### src/rtl/uart_transmitter_controller_pkg.sv
// Shared system-controller definitions for the transmit side.
//   DATA_WIDTH_DEF : default UART payload / register-file word width
//   tx_state_e     : transmit FSM state encoding
package uart_transmitter_controller_pkg;

  localparam int DATA_WIDTH_DEF = 8;

  typedef enum logic [1:0] {
    IDLE         = 2'b00,
    SEND_READ    = 2'b01,
    SEND_ALU_LSB = 2'b10,
    SEND_ALU_MSB = 2'b11
  } tx_state_e;

endpackage

### src/rtl/uart_transmitter_controller_request_buffer.sv
// Single-entry request slot: captures a valid payload, holds it with a
// pending flag until the consumer clears it, and flags a drop when a new
// valid arrives while the slot is still occupied.
// Ports:
//   clk, reset    : clock, async active-high reset
//   valid, data_in: single-cycle request and its payload
//   clear         : consumer has finished with the held payload
//   pending, hold : slot occupied flag and held payload
//   drop          : combinational, request arriving now is being discarded
module uart_tx_request_buffer #(
  parameter int W = 8
) (
  input  logic         clk,
  input  logic         reset,
  input  logic         valid,
  input  logic [W-1:0] data_in,
  input  logic         clear,
  output logic         pending,
  output logic [W-1:0] hold,
  output logic         drop
);

  logic         pending_q, pending_d;
  logic [W-1:0] hold_q, hold_d;
  logic         capture;

  // A slot being freed this edge can take a new payload on the same edge.
  assign capture = valid && (!pending_q || clear);
  assign drop    = valid && pending_q && !clear;

  always_comb begin
    pending_d = pending_q;
    hold_d    = hold_q;
    if (clear)   pending_d = 1'b0;
    if (capture) begin
      pending_d = 1'b1;
      hold_d    = data_in;
    end
  end

  always_ff @(posedge clk or posedge reset) begin
    if (reset) begin
      pending_q <= 1'b0;
      hold_q    <= '0;
    end else begin
      pending_q <= pending_d;
      hold_q    <= hold_d;
    end
  end

  assign pending = pending_q;
  assign hold    = hold_q;

endmodule

### src/rtl/uart_transmitter_controller.sv
// Transmit-side controller: arbitrates register-file read data (one byte)
// and ALU results (two bytes, LSB first) onto the TX FIFO write port,
// stalling on fifo_full.
// Ports:
//   clk, reset                       : clock, async active-high reset
//   enable                           : permits new transmit sequences
//   read_data / read_data_valid      : register-file response
//   ALU_result / ALU_result_valid    : ALU response (2*DATA_WIDTH)
//   fifo_full                        : TX FIFO full, synchronous to clk
//   fifo_write_enable / _data        : FIFO push strobe and byte
//   busy                             : work pending or in progress
//   overflow                         : one-cycle pulse on dropped request
module uart_transmitter_controller
  import uart_transmitter_controller_pkg::*;
#(
  parameter int DATA_WIDTH = DATA_WIDTH_DEF
) (
  input  logic                    clk,
  input  logic                    reset,
  input  logic                    enable,
  input  logic [DATA_WIDTH-1:0]   read_data,
  input  logic                    read_data_valid,
  input  logic [2*DATA_WIDTH-1:0] ALU_result,
  input  logic                    ALU_result_valid,
  input  logic                    fifo_full,
  output logic                    fifo_write_enable,
  output logic [DATA_WIDTH-1:0]   fifo_write_data,
  output logic                    busy,
  output logic                    overflow
);

  tx_state_e state_q, state_d;
  logic      overflow_q, overflow_d;

  logic                    read_pending, alu_pending;
  logic [DATA_WIDTH-1:0]   read_hold;
  logic [2*DATA_WIDTH-1:0] alu_hold;
  logic                    read_drop, alu_drop;
  logic                    read_clr, alu_clr;

  uart_tx_request_buffer #(.W(DATA_WIDTH)) u_read_buf (
    .clk     (clk),
    .reset   (reset),
    .valid   (read_data_valid),
    .data_in (read_data),
    .clear   (read_clr),
    .pending (read_pending),
    .hold    (read_hold),
    .drop    (read_drop)
  );

  uart_tx_request_buffer #(.W(2*DATA_WIDTH)) u_alu_buf (
    .clk     (clk),
    .reset   (reset),
    .valid   (ALU_result_valid),
    .data_in (ALU_result),
    .clear   (alu_clr),
    .pending (alu_pending),
    .hold    (alu_hold),
    .drop    (alu_drop)
  );

  assign fifo_write_enable = (state_q != IDLE) && !fifo_full;

  always_comb begin
    state_d         = state_q;
    fifo_write_data = '0;
    read_clr        = 1'b0;
    alu_clr         = 1'b0;
    case (state_q)
      IDLE: begin
        // Read data has fixed priority over the ALU result.
        if (enable && read_pending)     state_d = SEND_READ;
        else if (enable && alu_pending) state_d = SEND_ALU_LSB;
      end
      SEND_READ: begin
        fifo_write_data = read_hold;
        if (fifo_write_enable) begin
          read_clr = 1'b1;
          state_d  = IDLE;
        end
      end
      SEND_ALU_LSB: begin
        fifo_write_data = alu_hold[DATA_WIDTH-1:0];
        if (fifo_write_enable) state_d = SEND_ALU_MSB;
      end
      SEND_ALU_MSB: begin
        fifo_write_data = alu_hold[2*DATA_WIDTH-1:DATA_WIDTH];
        if (fifo_write_enable) begin
          alu_clr = 1'b1;
          state_d = IDLE;
        end
      end
      default: state_d = IDLE;
    endcase
  end

  // Simultaneous drops from both sources merge into one pulse.
  assign overflow_d = read_drop | alu_drop;

  always_ff @(posedge clk or posedge reset) begin
    if (reset) begin
      state_q    <= IDLE;
      overflow_q <= 1'b0;
    end else begin
      state_q    <= state_d;
      overflow_q <= overflow_d;
    end
  end

  assign busy     = read_pending | alu_pending | (state_q != IDLE);
  assign overflow = overflow_q;

endmodule

### config.mk
export PLATFORM = sky130hd
export DESIGN_NAME = uart_transmitter_controller
export DESIGN_NICKNAME = d
export VERILOG_FILES = /design/src/rtl/uart_transmitter_controller_pkg.sv /design/src/rtl/uart_transmitter_controller_request_buffer.sv /design/src/rtl/uart_transmitter_controller.sv
export SDC_FILE = /design/constraint.sdc
export NUM_CORES = 1
export LEC_CHECK = 0
export CAP_MARGIN = 20
export CORE_MARGIN = 4
export CORE_UTILIZATION = 49
export CTS_CLUSTER_DIAMETER = 30
export DETAILED_ROUTE_END_ITERATION = 7
export GPL_TIMING_DRIVEN = 0
export PLACE_DENSITY_LB_ADDON = 0.15
export SYNTH_ARGS = -nofsm -noshare
export SYNTH_HDL_FRONTEND = slang
export SYNTH_SLANG_ARGS = --single-unit
### constraint.sdc
create_clock -name clk -period 2.77 [get_ports clk]
set_input_delay 0.831 -clock clk [delete_from_list [all_inputs] [get_ports clk]]
set_output_delay 0.831 -clock clk [all_outputs]
set_load 0.05 [all_outputs]
# Yosys cells after proc, flatten, opt, wreduce, memory -nomap -nowiden
# Index checks and enable logic that the tools add are counted.
# classes
reduce_logical	22
eq_ne	6
bitwise_logic	3
n_mux	13
# op_table
operator	count
$pmux 8 s3	1
$logic_and 1x1->1	9
$mux 2	4
$mux 1	7
$pmux 2 s3	1
$reduce_bool 2->1	3
$logic_not 1->1	5
$eq 2x2->1 const B	2
$ne 3x3->1 const B	1
$or 1x1->1	3
$reduce_and 3->1	1
$eq 2x1->1 const B	1
$logic_not 2->1	1
$logic_or 1x1->1	2
$ne 2x1->1 const B	1
$ne 2x2->1 const B	1
$reduce_or 2->1	1
# word_totals
ff_bits	29
output_inout_bits	11

# Logic depth before layout (Yosys ltp)
# Gate-level depths: netlist of run 1.
# logic_depth
word_depth	7
depth_mapped	4
ltp_nobuf	3

# Cells and area by module
# From an unflattened synthesis of run 1, not the netlist that was laid out.
# hier_totals
hier_cells	101
area_unflattened_um2	1462.7
# by_module_without_submodules
mod	n_inst	area_per_inst_um2	cells_each	seq_area_each_um2
uart_tx_request_buffer (u_alu_buf)	1	703.2	40	425.4
uart_tx_request_buffer (u_read_buf)	1	385.4	23	225.2
uart_transmitter_controller	1	374.1	38	75.1

# Least setup slack after synthesis of run 1
# OpenSTA, ideal clock, no wires.
# synth_path
path_type	input-to-output
startpoint	input port fifo_full
endpoint	output port fifo_write_enable
stages	1
arrival_time_ns	1.485
required_ns	1.939
setup_slack_ns	0.454
path_cell_list	nor2_1
# synth_via
elab_chain_len	2
# synth_lines
item	line_no	rtl
start: declaration	uart_transmitter_controller.sv:25	input logic fifo_full,
$logic_not 1->1	uart_transmitter_controller.sv:63	assign fifo_write_enable = (state_q != IDLE) && !fifo_full;
$logic_and 1x1->1	uart_transmitter_controller.sv:63	
end: declaration	uart_transmitter_controller.sv:26	output logic fifo_write_enable,
# No other way between the ends.

# Worst setup path after layout of run 1
# Ends and elaborated chain as after synthesis.

==> metrics.yaml, run 1 <==
multi_input_area_um2: 569
place_area_um2: 1760
first_pass_iters: 4
utilization_pct: 73.9
diodes: 0
p_sw_share_pct: 41.4
fillerInstances: 184
num_rows: 18
grt_max_degree: 30
clock-root-buffer: "clkbuf_4"
cts_tree: "yes"
fin_crit_ps: 2650
wl_per_cell_um: 16.5
cts_setup_buffers: 0
core_area_um2: 2520
seq_power_share_pct: 34.4
synth_most_common_cell: "dfrtp_1"
hold_viol: 0
reg2reg_from: "state_q[1]$_DFFE_PP0P_"
port_buffers: 40
clock-sinks: 29
crit_arrival_ps: 1820
share_comb_of_total_power_pct: 53.6
num_vias: 941
post-route-drc-count: 0
clkTransAtPathRegs_ps: 80
stdcell_area_um2: 1860
hp-class: "reg2reg"
finalCritPeriodShare_pct: 95.8
synth_area_per_cell_um2: 14.0
crit_type: "in2out"
numCtsBuffers: 5
grt_overflow: 0
synth_cells: 95
synth_edf_count: 0
synth.area.top_cells: "dfrtp_1, mux2_2, mux2_1, a22o_1, a21boi_4"
fp.dieH_um: 60.0
drive_gt1_share_pct: 32.2
whs_path_depth: 1
clockBufferDepth: 2
drtIter0Drc: 41
synth_seq_area_share_pct: 54.7
crit_fanout: 5
start_kind: "primary input"
p_clk_share_pct: 11.9
cp_num_cells: 3
ys_async_sr_fraction_pct: 100
synth_cell_types: 22
die_w_um: 60.0
fmax_ghz: 0.377
clk_latency_ps: 320
ys.flop_type: "dfrtp_1"
ant_nets: 0
maxCapViolations: 0
design.die.area_um2: 3600
synthesis.nets: 125
synth_top_cell_by_area: "dfrtp_1"
rrSetupSlack_ps: 1120
antenna_found_initial: 0
initial_core_util_pct: 52.6
register_area_um2: 727
crit_path_cell_trace: "clkdlybuf4s50_1, nor2_1, clkdlybuf4s15_2"
setup_viol: 0
ys_top_cells_by_count: "dfrtp_1, mux2_2, mux2_1"
drv_slew: 0
path_buf_inv: 2
top_level_ports: 41
yosys_warnings: 0
peakVddDrop_v: 0.000824
grtUsageTotal_pct: 18.7
status: "finished, final reports clean"
slowest_stage: "clkdlybuf4s50_1"
crit_family: "buffers and inverters"
slowest_delay_ps: 480
whs_ps: 492
max_slew.worst_pin.slew_ps: 488
finClkSkew_ps: 2.15
syn_area_um2: 1330
cts_hold_buffers: 0
drt_wl_total_um: 2850
hpwl_um: 2030
rsz0062_at_grt: "no"
htree_levels: 2
netSwitchingPower_mw: 0.892
place_congestion: 0.747
internal-power_mw: 1.26
relSlewSlack_pct: 67.4
via_per_inst: 5.44
end_kind: "output pin"
min_from: "u_alu_buf.hold[8]$_DFFE_PP0P_"
reg2reg_depth: 4
power_density_nw_per_um2: 1160
grt_pass1_vias: 1032
syn_to_final_growth_pct: 40.5
ys_ff_latch: 29
grt_pass1_wl_um: 4750
rr_endpoint: "u_alu_buf.hold[10]$_DFFE_PP0P_"
cp.required_ps: 1940
leakagePower_nw: 0.789
min_to: "u_alu_buf.hold[8]$_DFFE_PP0P_"
netlist.area_leader.share_pct: 54.7
final_nets: 173
-- how the worst max path moves through the flow --
stage / slack, ps / from / to
after floorplan: 450 / fifo_full / fifo_write_enable
after global placement: -290 / fifo_full / fifo_write_enable
after detailed placement: -310 / fifo_full / fifo_write_enable
after CTS: 60 / state_q[0]$_DFFE_PP0P_ / fifo_write_data[1]
after global routing: 30 / state_q[0]$_DFFE_PP0P_ / fifo_write_data[1]
final: 120 / fifo_full / fifo_write_enable
-- cells in the final DEF (no fill, tap or decap) --
| master | n |
|---|---|
| nor2_1 | 4 |
| dlygate4sd2_1 | 1 |
| clkbuf_1 | 1 |
| dfrtp_2 | 1 |
| o21bai_1 | 1 |
| buf_6 | 1 |
| a21oi_1 | 3 |
| dfrtp_1 | 28 |
| a32o_1 | 1 |
| a22o_1 | 8 |
| nor3b_2 | 1 |
| buf_4 | 1 |
| clkdlybuf4s15_2 | 9 |
| nand2b_1 | 1 |
| nand2_1 | 2 |
| a21o_1 | 1 |
| clkbuf_4 | 5 |
| clkdlybuf4s50_1 | 30 |
| inv_1 | 2 |
| clkbuf_8 | 1 |
| o21a_1 | 1 |
| nand3b_1 | 1 |
| a21boi_4 | 1 |
| clkbuf_2 | 2 |
| buf_16 | 1 |
| mux2_1 | 10 |
| o21ai_2 | 1 |
| mux2_2 | 22 |
| a32oi_1 | 1 |
| nor2b_1 | 1 |
-- stage by stage --
step | std cells | power (mW) | setup WS [ps] | setup TNS, ps
2_1_floorplan | 95 | 1.57 | 454 | 0
3_3_place_gp | 165 | 1.89 | -293 | -445
3_5_place_dp | 165 | 1.93 | -312 | -399
4_1_cts | 172 | 2.17 | 60.6 | 0
5_1_grt | 173 | 2.30 | 31.9 | 0
6_report | 173 | 2.15 | 117 | 0
-- power groups by stage --
stage / clock network [mW] / registers (mW) / logic [mW]
floorplan: 0 / 0.727 / 0.845
global placement: 0 / 0.733 / 1.16
detailed placement: 0 / 0.748 / 1.18
CTS: 0.266 / 0.739 / 1.16
global route: 0.284 / 0.768 / 1.25
finish: 0.257 / 0.742 / 1.16
-- flip-flops by register name, summed over array words and instances, names as in the netlist --
| name | cells |
|---|---|
| u_alu_buf.hold | 16 |
| u_read_buf.pending | 1 |
| overflow | 1 |
| u_read_buf.hold | 8 |
| state_q | 2 |
| u_alu_buf.pending | 1 |
-- routing by layer --
metal	vias up	track usage, %	share of wire (%)
met1	463	21.1	39
li1	441	-	-
met5	-	0	0
met2	30	31.2	51
met3	7	6.48	7.3
met4	0	9.18	2.0
-- area by class of cell --
class | instances | area share, %
tap | 30 | 2.01
buffer | 4 | 1.54
sequential | 29 | 39.0
timing repair buffer | 41 | 23.5
inverter | 2 | 0.403
clock buffer | 7 | 2.95
multi-input combinational | 60 | 30.6
-- cell families after synthesis --
kind of cell | Yosys count | synth area share (%)
flip-flops | 29 | 54.7
buffers and inverters | 6 | 2.36
multiplexers | 32 | 27.2
AND/OR/NAND/NOR | 10 | 4.15
AO/OA/AOI/OAI | 18 | 11.6
-- timing repair --
action                                 CTS  global route
resized for setup                       30             3
endpoints found under the hold margin    0             0
pin swaps                                0             0
setup endpoints to repair               10             8
No activity file was read; power rests on OpenSTA's default activity.
==> inputs of run 2 (changes only) <==
Settings changed: CAP_MARGIN 20 to 10, RECOVER_POWER set to 25.
==> run 2 against run 1 <==
Net effect: sequential share of layout area rose by 0.50 points; global-route usage did not move; critical path depth did not move; largest power group unchanged; highest routed layer unchanged.
==> metrics.yaml, run 2 (synthesized netlist as in run 1, its figures left out) <==
num_vias: 948  # +0.74%
cts_hold_buffers: 0  # unchanged
clkTransAtPathRegs_ps: 80  # about the same
power_mw: 2.15  # -0.30%
drive_gt1_share_pct: 31.5  # -0.70 points
clock-root-buffer: "clkbuf_4"
clk_latency_ps: 320  # about the same
drv_slew: 0  # unchanged
crit_type: "in2out"
peakVddDrop_v: 0.000821  # -0.34%
top_level_ports: 41  # unchanged
first_pass_iters: 4  # unchanged
antenna_found_initial: 0  # unchanged
rrSetupSlack_ps: 1130  # about the same
post-route-drc-count: 0  # unchanged
clockBufferDepth: 2  # unchanged
dp_slack_ps: -312  # unchanged
design.die.area_um2: 3600  # unchanged
finClkSkew_ps: 2.23  # +0.0835 ps
wl_per_cell_um: 16.5  # +0.28%
drtIter0Drc: 27  # -34%
status: "finished, final reports clean"
htree_levels: 2  # unchanged
start_kind: "primary input"
crit_arrival_ps: 1830  # about the same
mostFrequentLayoutCell: "clkdlybuf4s50_1"
grt_overflow: 0  # unchanged
crit_fanout: 5  # unchanged
port_buffers: 40  # unchanged
power_density_nw_per_um2: 1170  # +0.99%
cts_tree: "yes"
relSlewSlack_pct: 12.9  # -54 points
cts_setup_buffers: 0  # unchanged
fin_crit_ps: 2660  # +2.89 ps
ant_nets: 0  # unchanged
rsz0062_at_grt: "no"
diodes: 0  # unchanged
num_rows: 18  # unchanged
fmax_ghz: 0.376  # -0.11%
drt_wl_total_um: 2860  # +0.28%
reg2reg_from: "state_q[1]$_DFFE_PP0P_"
grtUsageTotal_pct: 18.7  # unchanged
initial_core_util_pct: 52.6  # unchanged
place_congestion: 0.747  # unchanged
via_per_inst: 5.48  # +0.74%
maxCapViolations: 0  # unchanged
die_w_um: 60.0  # unchanged
core_area_um2: 2520  # unchanged
reg2reg_depth: 4  # unchanged
numCtsBuffers: 5  # unchanged
cp.required_ps: 1940  # about the same
clock-sinks: 29  # unchanged
final_nets: 173  # unchanged
max_slew.worst_pin.slew_ps: 1310  # +818 ps
setup_viol: 0  # unchanged
grt_pass1_vias: 1032  # unchanged
dpl.cell_count: 165  # unchanged
final_cell_mix: "clkdlybuf4s50_1, dfrtp_1, mux2_2"
hp-class: "reg2reg"
syn_to_final_growth_pct: 38.7
grt_pass1_wl_um: 4750  # unchanged
startpoint: "fifo_full"
largest_reg_flops: 16  # unchanged
hold_viol: 0  # unchanged
leakagePower_nw: 0.778  # -1.4%
setup_ws_ps: 114  # -2.89 ps
fp.dieH_um: 60.0  # unchanged
hpwl_um: 2030  # unchanged
min_from: "u_alu_buf.hold[8]$_DFFE_PP0P_"
grt_max_degree: 30  # unchanged
finalCritPeriodShare_pct: 95.9  # +0.10 points
end_kind: "output pin"
whs_path_depth: 1  # unchanged
stdcell_count: 173  # unchanged
[run 2: cell count changes in the layout (fill, tap and decap cells not counted)]
cell | before | now
clkbuf_1 | 1 | 2
dlygate4sd3_1 | 0 | 1
buf_16 | 1 | 0
clkdlybuf4s50_1 | 30 | 29
[run 2: final cells by class]
class | count | area, µm²
Buffer | 4 | 28.8
Clock buffer | 7 | 55.1
Fill cell | 188 | 683
Inverter | 2 | 7.51
Multi-Input combinational cell | 60 | 569
Sequential cell | 29 | 727
Tap cell | 30 | 37.5
Timing Repair Buffer | 41 | 414
[run 2: path summary, 6_finish.rpt]
check | end
setup reg to reg | u_alu_buf.hold[10]$_DFFE_PP0P_
min in group asynchronous | u_read_buf.hold[2]$_DFFE_PP0P_
hold / removal | u_alu_buf.hold[8]$_DFFE_PP0P_
max in group asynchronous | u_alu_buf.hold[6]$_DFFE_PP0P_
hold reg to reg | u_alu_buf.hold[8]$_DFFE_PP0P_
setup / recovery | fifo_write_enable
[run 2: per-stage QoR]
step / instance area (µm²) / TNS, ps / util (%) / hold WS [ps]
after floorplan: 1330 / 0 / - / 452
after global placement: 1760 / -445 / 69.9 / 464
after detailed placement: 1760 / -399 / 69.9 / 477
after CTS: 1830 / 0 / 72.7 / 497
after global routing: 1840 / 0 / 72.9 / 515
final: 1840 / 0 / 72.9 / 492
[run 2: where the power goes]
part,internal [mW],total [mW],switching (mW)
combinational,0.514,1.15,0.637
sequential,0.625,0.741,0.116
clock,0.120,0.256,0.136
[run 2: worst max-delay path: stages]
cell and delay [ps]:
clkdlybuf4s50_1 480, nor2_1 130, clkdlybuf4s15_2 380
[run 2: repair_timing]
action                                  CTS  global route
resized for setup                        30             3
hold endpoints to repair                  0             0
endpoints found under the setup margin   10             8
[run 2: per-layer routing]
| metal | vias up | part of all wire [%] | wire (µm) | track usage, % |
|---|---|---|---|---|
| li1 | 441 | - | - | - |
| met3 | 7 | 7.8 | 223 | 6.48 |
| met1 | 467 | 39 | 1100 | 21.1 |
| met4 | 0 | 2.0 | 56 | 9.18 |
| met2 | 33 | 52 | 1480 | 31.2 |
| met5 | - | 0 | 0 | 0 |
